$ cat src/rtl/readout_if.sv
// Bundles the readback control, memory-read and transmitter handshake signals of readout_sched.
// master: the scheduler side. slave: the capture controller, memory and transmitter side.
interface readout_if #(
  parameter int unsigned AW  = 16,
  parameter int unsigned MDW = 32
);
  logic           start;
  logic           abort;
  logic [AW-1:0]  cfg_count;
  logic [AW-1:0]  last_addr;
  logic [3:0]     disabled_groups;
  logic           mem_rd;
  logic [AW-1:0]  mem_addr;
  logic           mem_rd_valid;
  logic [MDW-1:0] mem_rd_data;
  logic [7:0]     tx_data;
  logic           tx_send;
  logic           tx_busy;
  logic           busy;
  logic           done;

  modport master (
    input  start, abort, cfg_count, last_addr, disabled_groups,
    input  mem_rd_valid, mem_rd_data, tx_busy,
    output mem_rd, mem_addr, tx_data, tx_send, busy, done
  );

  modport slave (
    output start, abort, cfg_count, last_addr, disabled_groups,
    output mem_rd_valid, mem_rd_data, tx_busy,
    input  mem_rd, mem_addr, tx_data, tx_send, busy, done
  );
endinterface

$ cat src/rtl/readout_sched.sv
// Post-capture readback: reads cfg_count+1 samples and streams enabled bytes to the transmitter.
// Define READOUT_REVERSE_EN to read newest sample first (descending addresses).
module readout_sched #(
  parameter int unsigned MDW = 32,
  parameter int unsigned AW  = 16
) (
  input logic       clk,
  input logic       rst,
  readout_if.master bus
);

  typedef enum logic [2:0] {StIdle, StReq, StWait, StSend, StGap, StNext, StFin} state_e;

  state_e         state_q, state_d;
  logic [AW-1:0]  addr_q, addr_d;
  logic [AW-1:0]  remain_q, remain_d;
  logic [3:0]     groups_q, groups_d;
  logic [MDW-1:0] data_q, data_d;
  logic [2:0]     grp_q, grp_d;

  logic           found;
  logic [1:0]     sel;
  logic           mem_rd, tx_send, busy, done;
  logic [AW-1:0]  mem_addr;
  logic [7:0]     tx_data;

  always_ff @(posedge clk) begin
    if (rst) begin
      state_q  <= StIdle;
      addr_q   <= '0;
      remain_q <= '0;
      groups_q <= '0;
      data_q   <= '0;
      grp_q    <= '0;
    end else begin
      state_q  <= state_d;
      addr_q   <= addr_d;
      remain_q <= remain_d;
      groups_q <= groups_d;
      data_q   <= data_d;
      grp_q    <= grp_d;
    end
  end

  // First enabled group at or after the current index; disabled groups cost no cycles.
  always_comb begin
    found = 1'b0;
    sel   = 2'd0;
    for (int i = 0; i < 4; i++) begin
      if (!found && (3'(i) >= grp_q) && !groups_q[i]) begin
        found = 1'b1;
        sel   = 2'(i);
      end
    end
  end

  always_comb begin
    state_d  = state_q;
    addr_d   = addr_q;
    remain_d = remain_q;
    groups_d = groups_q;
    data_d   = data_q;
    grp_d    = grp_q;
    mem_rd   = 1'b0;
    mem_addr = '0;
    tx_send  = 1'b0;
    tx_data  = '0;
    done     = 1'b0;
    busy     = (state_q != StIdle) && (state_q != StFin);

    unique case (state_q)
      StIdle: begin
        if (bus.start) begin
`ifdef READOUT_REVERSE_EN
          addr_d = bus.last_addr;
`else
          addr_d = bus.last_addr - bus.cfg_count;
`endif
          remain_d = bus.cfg_count;
          groups_d = bus.disabled_groups;
          state_d  = StReq;
        end
      end
      StReq: begin
        mem_rd   = 1'b1;
        mem_addr = addr_q;
        state_d  = StWait;
      end
      StWait: begin
        if (bus.mem_rd_valid) begin
          data_d  = bus.mem_rd_data;
          grp_d   = '0;
          state_d = StSend;
        end
      end
      StSend: begin
        if (found) begin
          grp_d = {1'b0, sel};
          if (!bus.tx_busy) begin
            tx_send = 1'b1;
            tx_data = data_q[{sel, 3'b000} +: 8];
            state_d = StGap;
          end
        end else begin
          state_d = StNext;
        end
      end
      StGap: begin
        grp_d   = grp_q + 3'd1;
        state_d = StSend;
      end
      StNext: begin
        if (remain_q == '0) begin
          state_d = StFin;
        end else begin
`ifdef READOUT_REVERSE_EN
          addr_d = addr_q - AW'(1);
`else
          addr_d = addr_q + AW'(1);
`endif
          remain_d = remain_q - AW'(1);
          state_d  = StReq;
        end
      end
      StFin: begin
        done    = 1'b1;
        state_d = StIdle;
      end
      default: state_d = StIdle;
    endcase

    // Abort wins over everything and also silences this cycle's strobes.
    if (bus.abort && (state_q != StIdle)) begin
      state_d  = StIdle;
      mem_rd   = 1'b0;
      mem_addr = '0;
      tx_send  = 1'b0;
      tx_data  = '0;
      done     = 1'b0;
    end
  end

  assign bus.mem_rd   = mem_rd;
  assign bus.mem_addr = mem_addr;
  assign bus.tx_send  = tx_send;
  assign bus.tx_data  = tx_data;
  assign bus.busy     = busy;
  assign bus.done     = done;

endmodule
$ cat src/flat_wrapper.sv
// flat-port wrapper written by rule: the top's interface ports become plain ports
module readout_sched_flat 
#(
  parameter int unsigned MDW = 32,
  parameter int unsigned AW  = 16
)
  (clk, rst, bus_start, bus_abort, bus_cfg_count, bus_last_addr, bus_disabled_groups, bus_mem_rd_valid, bus_mem_rd_data, bus_tx_busy, bus_mem_rd, bus_mem_addr, bus_tx_data, bus_tx_send, bus_busy, bus_done);
  readout_if #(.AW(AW), .MDW(MDW)) bus_i ();
  input logic clk;
  input logic rst;
  input wire logic [$bits(bus_i.start)-1:0] bus_start;
  input wire logic [$bits(bus_i.abort)-1:0] bus_abort;
  input wire logic [$bits(bus_i.cfg_count)-1:0] bus_cfg_count;
  input wire logic [$bits(bus_i.last_addr)-1:0] bus_last_addr;
  input wire logic [$bits(bus_i.disabled_groups)-1:0] bus_disabled_groups;
  input wire logic [$bits(bus_i.mem_rd_valid)-1:0] bus_mem_rd_valid;
  input wire logic [$bits(bus_i.mem_rd_data)-1:0] bus_mem_rd_data;
  input wire logic [$bits(bus_i.tx_busy)-1:0] bus_tx_busy;
  output wire logic [$bits(bus_i.mem_rd)-1:0] bus_mem_rd;
  output wire logic [$bits(bus_i.mem_addr)-1:0] bus_mem_addr;
  output wire logic [$bits(bus_i.tx_data)-1:0] bus_tx_data;
  output wire logic [$bits(bus_i.tx_send)-1:0] bus_tx_send;
  output wire logic [$bits(bus_i.busy)-1:0] bus_busy;
  output wire logic [$bits(bus_i.done)-1:0] bus_done;
  assign bus_i.start = bus_start;
  assign bus_i.abort = bus_abort;
  assign bus_i.cfg_count = bus_cfg_count;
  assign bus_i.last_addr = bus_last_addr;
  assign bus_i.disabled_groups = bus_disabled_groups;
  assign bus_i.mem_rd_valid = bus_mem_rd_valid;
  assign bus_i.mem_rd_data = bus_mem_rd_data;
  assign bus_i.tx_busy = bus_tx_busy;
  assign bus_mem_rd = bus_i.mem_rd;
  assign bus_mem_addr = bus_i.mem_addr;
  assign bus_tx_data = bus_i.tx_data;
  assign bus_tx_send = bus_i.tx_send;
  assign bus_busy = bus_i.busy;
  assign bus_done = bus_i.done;
  readout_sched #(.MDW(MDW), .AW(AW)) u_core (.clk(clk), .rst(rst), .bus(bus_i));
endmodule
$ cat config.mk
export PLATFORM = sky130hd
export DESIGN_NAME = readout_sched_flat
export DESIGN_NICKNAME = d
export VERILOG_FILES = /design/src/rtl/readout_if.sv /design/src/rtl/readout_sched.sv /design/src/flat_wrapper.sv
export SDC_FILE = /design/constraint.sdc
export NUM_CORES = 1
export LEC_CHECK = 0
export BUFFER_PORTS_ARGS = -buffer_cell sky130_fd_sc_hd__buf_2
export CORE_MARGIN = 2
export CORE_UTILIZATION = 40
export DETAILED_ROUTE_END_ITERATION = 7
export SYNTH_ARGS = -nofsm -noshare
export SYNTH_HDL_FRONTEND = slang
export SYNTH_SLANG_ARGS = --single-unit
export TNS_END_PERCENT = 10
$ cat constraint.sdc
create_clock -name clk -period 4.84 [get_ports clk]
set_clock_uncertainty 0.15 [all_clocks]
set_input_delay 0.242 -clock clk [delete_from_list [all_inputs] [get_ports clk]]
set_output_delay 0.242 -clock clk [all_outputs]
set_load 0.01 [all_outputs]
==> flow_summary.toml <==
[sta]
layout_setup_ws_ns = 1.315
worst-slew-pin-transition_ns = 1.218
max_clock_freq_mhz = 283.7
max_slew_margin_pct = 18.83
timing.final.crit_period_ns = 3.525
finalSetupViolCount = 0
finalCritPeriodShare_pct = 72.84
setup-tns-final_ns = 0
slew_violations = 0
rsz0062_at_grt = "no"
finalHoldViolations = 0

[die]
die-area_um2 = 13020
initial_utilization_pct = 40.70
die_h_um = 114.1
dieWidth_um = 114.1
rows = 40
coreArea_um2 = 11910
boundaryPins = 102

[setup_path]
crit_type = "reg -> out"
slowest_stage = "a2111oi_0"
r2r_slack_ns = 1.45
crit_path_start = "u_core.grp_q[1]"
max_stage_delay_ns = 0.62
start_kind = "flop"
critical_path.cell_chain = "ha_1, and3b_1, or2_2, a311oi_2, nand2_1, a2111oi_0, buf_2"
worstPathRequired_ns = 4.45
r2r-start = "u_core.remain_q[0]"
critPathCaptureType = "output port"
r2r_end = "u_core.addr_q[11]"
crit_fanout = 9
critical_path_arrival_ns = 3.13
worst_r2r_path_depth = 8

[routing]
totalWireLength_um = 15040
viasPerCell = 5.651
wl_per_cell_um = 15.93
drt_iter0_drc = 410
ant_nets = 0
dr.pass1.iters = 6
drc = 0
vias = 5335

[pwr]
p_leak_nw = 2.503
power_mw = 2.074
p_sw_share_pct = 35.81
pwr-share-comb_pct = 28.4
peakVddDrop_mv = 0.2029
clock_power_share_pct = 34.1
power.internal_mw = 1.331
powerDensity_nw_per_um2 = 344.1
seqPwrFrac_pct = 37.5
p_sw_mw = 0.7426

[logic_synthesis]
syn_avg_cell_area_um2 = 7.099
ys_ff_latch = 74
syn_nets = 778
netlist_instances = 683
ys.flop_type = "dfxtp_1"
ys_seq_area_share_pct = 30.55
synth_edf_count = 0
yosysWarnings = 0
ys_types = 64
synthArstFlopShare_pct = 0
synth_area_um2 = 4848

[grt]
overflow = 0
grt_first_pass_wirelength_um = 24750
grt_antenna_before_repair = 0
grt_start_max_net_pins = 54
grtUsageTotal_pct = 23.29
first_global_vias = 5109

[hold_path]
hp-start = "bus_mem_rd_data[14]"
hold_path_depth = 3
min_path_type = "in -> reg"
whs_endpoint = "u_core.data_q[14]"

[clocking]
cts-root-buf = "clkbuf_16"
numCtsBuffers = 9
ctsHtreeMaxLevel = 3
clkTransAtPathRegs_ns = 0.07
insertion_delay_ns = 0.34
cts_buffer_depth = 2
cts_num_sinks = 74
post_cts_buffers = 0
cts_tree = "done"

[finish]
syn2layout_area_growth_pct = 24.31
antenna_cells = 0
mostFrequentLayoutCells = "nand2_1 (129), buf_2 (101), a21oi_1 (76)"
fin_nets = 887
final_common_cell = "nand2_1"
n_fill_cell = 1174
finalNonFillerCells = 944
drive_gt1_share_pct = 17.31

[placement]
pre_cts_ws_ns = 1.512
place_congestion = 0.8479
port_buffers = 101
dpl.cell_count = 902
hpwl_um = 10670

[status]
status = "complete, no violations"

[run]
cap_violations = 0
==> critical path: cells and delay by family, from the launching register on <==
family	cells	cell delay, ns
DFF	1	0.49
AOI/OAI and AO/OA	2	1.07
and+or+nand+nor	3	0.80
adders and majority gates	1	0.20
buffers and inverters	1	0.24
==> logic make-up after synthesis <==
group | count (synthesis) | share of synthesized area [%]
simple gates | 290 | 28.62
compound gates | 219 | 27.90
flops | 74 | 30.55
buf+inv | 70 | 5.652
fa+ha+maj | 21 | 5.574
xor+xnor | 6 | 1.084
mux | 3 | 0.6194
==> power groups by stage <==
stage / clock network (mW) / registers, mW / logic (mW)
6_report: 0.707 / 0.777 / 0.590
5_1_grt: 0.743 / 0.789 / 0.667
4_1_cts: 0.717 / 0.772 / 0.588
3_5_place_dp: 0 / 0.785 / 0.569
3_3_place_gp: 0 / 0.782 / 0.558
2_1_floorplan: 0 / 0.743 / 0.437
==> area by class of cell <==
cell class / instances / area [um2] / share of cell area [%]
clock inverters: 7 / 83.83 / 1.391
flip-flops and latches: 74 / 1481 / 24.58
inverters: 35 / 131.4 / 2.180
multi-input cells: 539 / 3110 / 51.61
well taps: 147 / 183.9 / 3.052
repair buffers: 133 / 810.8 / 13.45
clock buffers: 9 / 225.2 / 3.737
==> layer usage <==
layer / part of all wire [%] / wire length (um) / global-route usage (%) / vias to the layer above
met3: 4.7 / 712 / 4.553 / 22
li1: - / - / - / 2672
met4: 1.9 / 285 / 6.585 / 0
met2: 47 / 7055 / 38.17 / 161
met1: 46 / 6988 / 31.31 / 2480
met5: 0 / 0 / 0 / -
==> worst max-delay path by stage <==
stage,cells past startpoint,to
3_3_place_gp,8,u_core.addr_q[11]
4_1_cts,7,bus_tx_data[7]
2_1_floorplan,6,bus_tx_data[0]
5_1_grt,7,bus_tx_data[5]
3_5_place_dp,8,u_core.addr_q[11]
6_report,7,bus_tx_data[4]
==> registers in the layout, indices dropped and copies added (netlist names) <==
register         count
u_core.grp_q         3
u_core.data_q       32
u_core.groups_q      4
u_core.remain_q     16
u_core.state_q       3
u_core.addr_q       16
==> synthesized netlist by cell type (9+ instances only) <==
cell	instances	share of area (%)
inv_1	35	2.7
clkbuf_1	30	2.3
nor3_1	19	2.0
a21oi_1	76	7.8
nor2_1	48	3.7
nand2_1	129	10
o22ai_1	16	2.1
o21ai_0	31	3.2
nand3_1	15	1.5
dfxtp_1	74	31
a31oi_1	11	1.4
ha_1	20	5.2
a22oi_1	9	1.4
o21ai_1	15	1.5
and2_1	18	2.3
a2111oi_0	9	1.6
a211oi_1	9	1.4
==> stage by stage <==
stage / instance area [um2] / hold slack [ns] / util [%]
2_1_floorplan: 4848 / 0.2005 / -
3_3_place_gp: 5458 / 0.2924 / 45.82
3_5_place_dp: 5458 / 0.2966 / 45.82
4_1_cts: 6027 / 0.001346 / 50.60
5_1_grt: 6027 / 0.005064 / 50.60
6_report: 6027 / 0.007045 / 50.60
==> timing repair <==
action / CTS / global route
resized for setup: 0 / 0
hold buffers: 26 / 0
hold endpoints to repair: 26 / 0
Note: power is estimated with default switching activity, not from simulation.
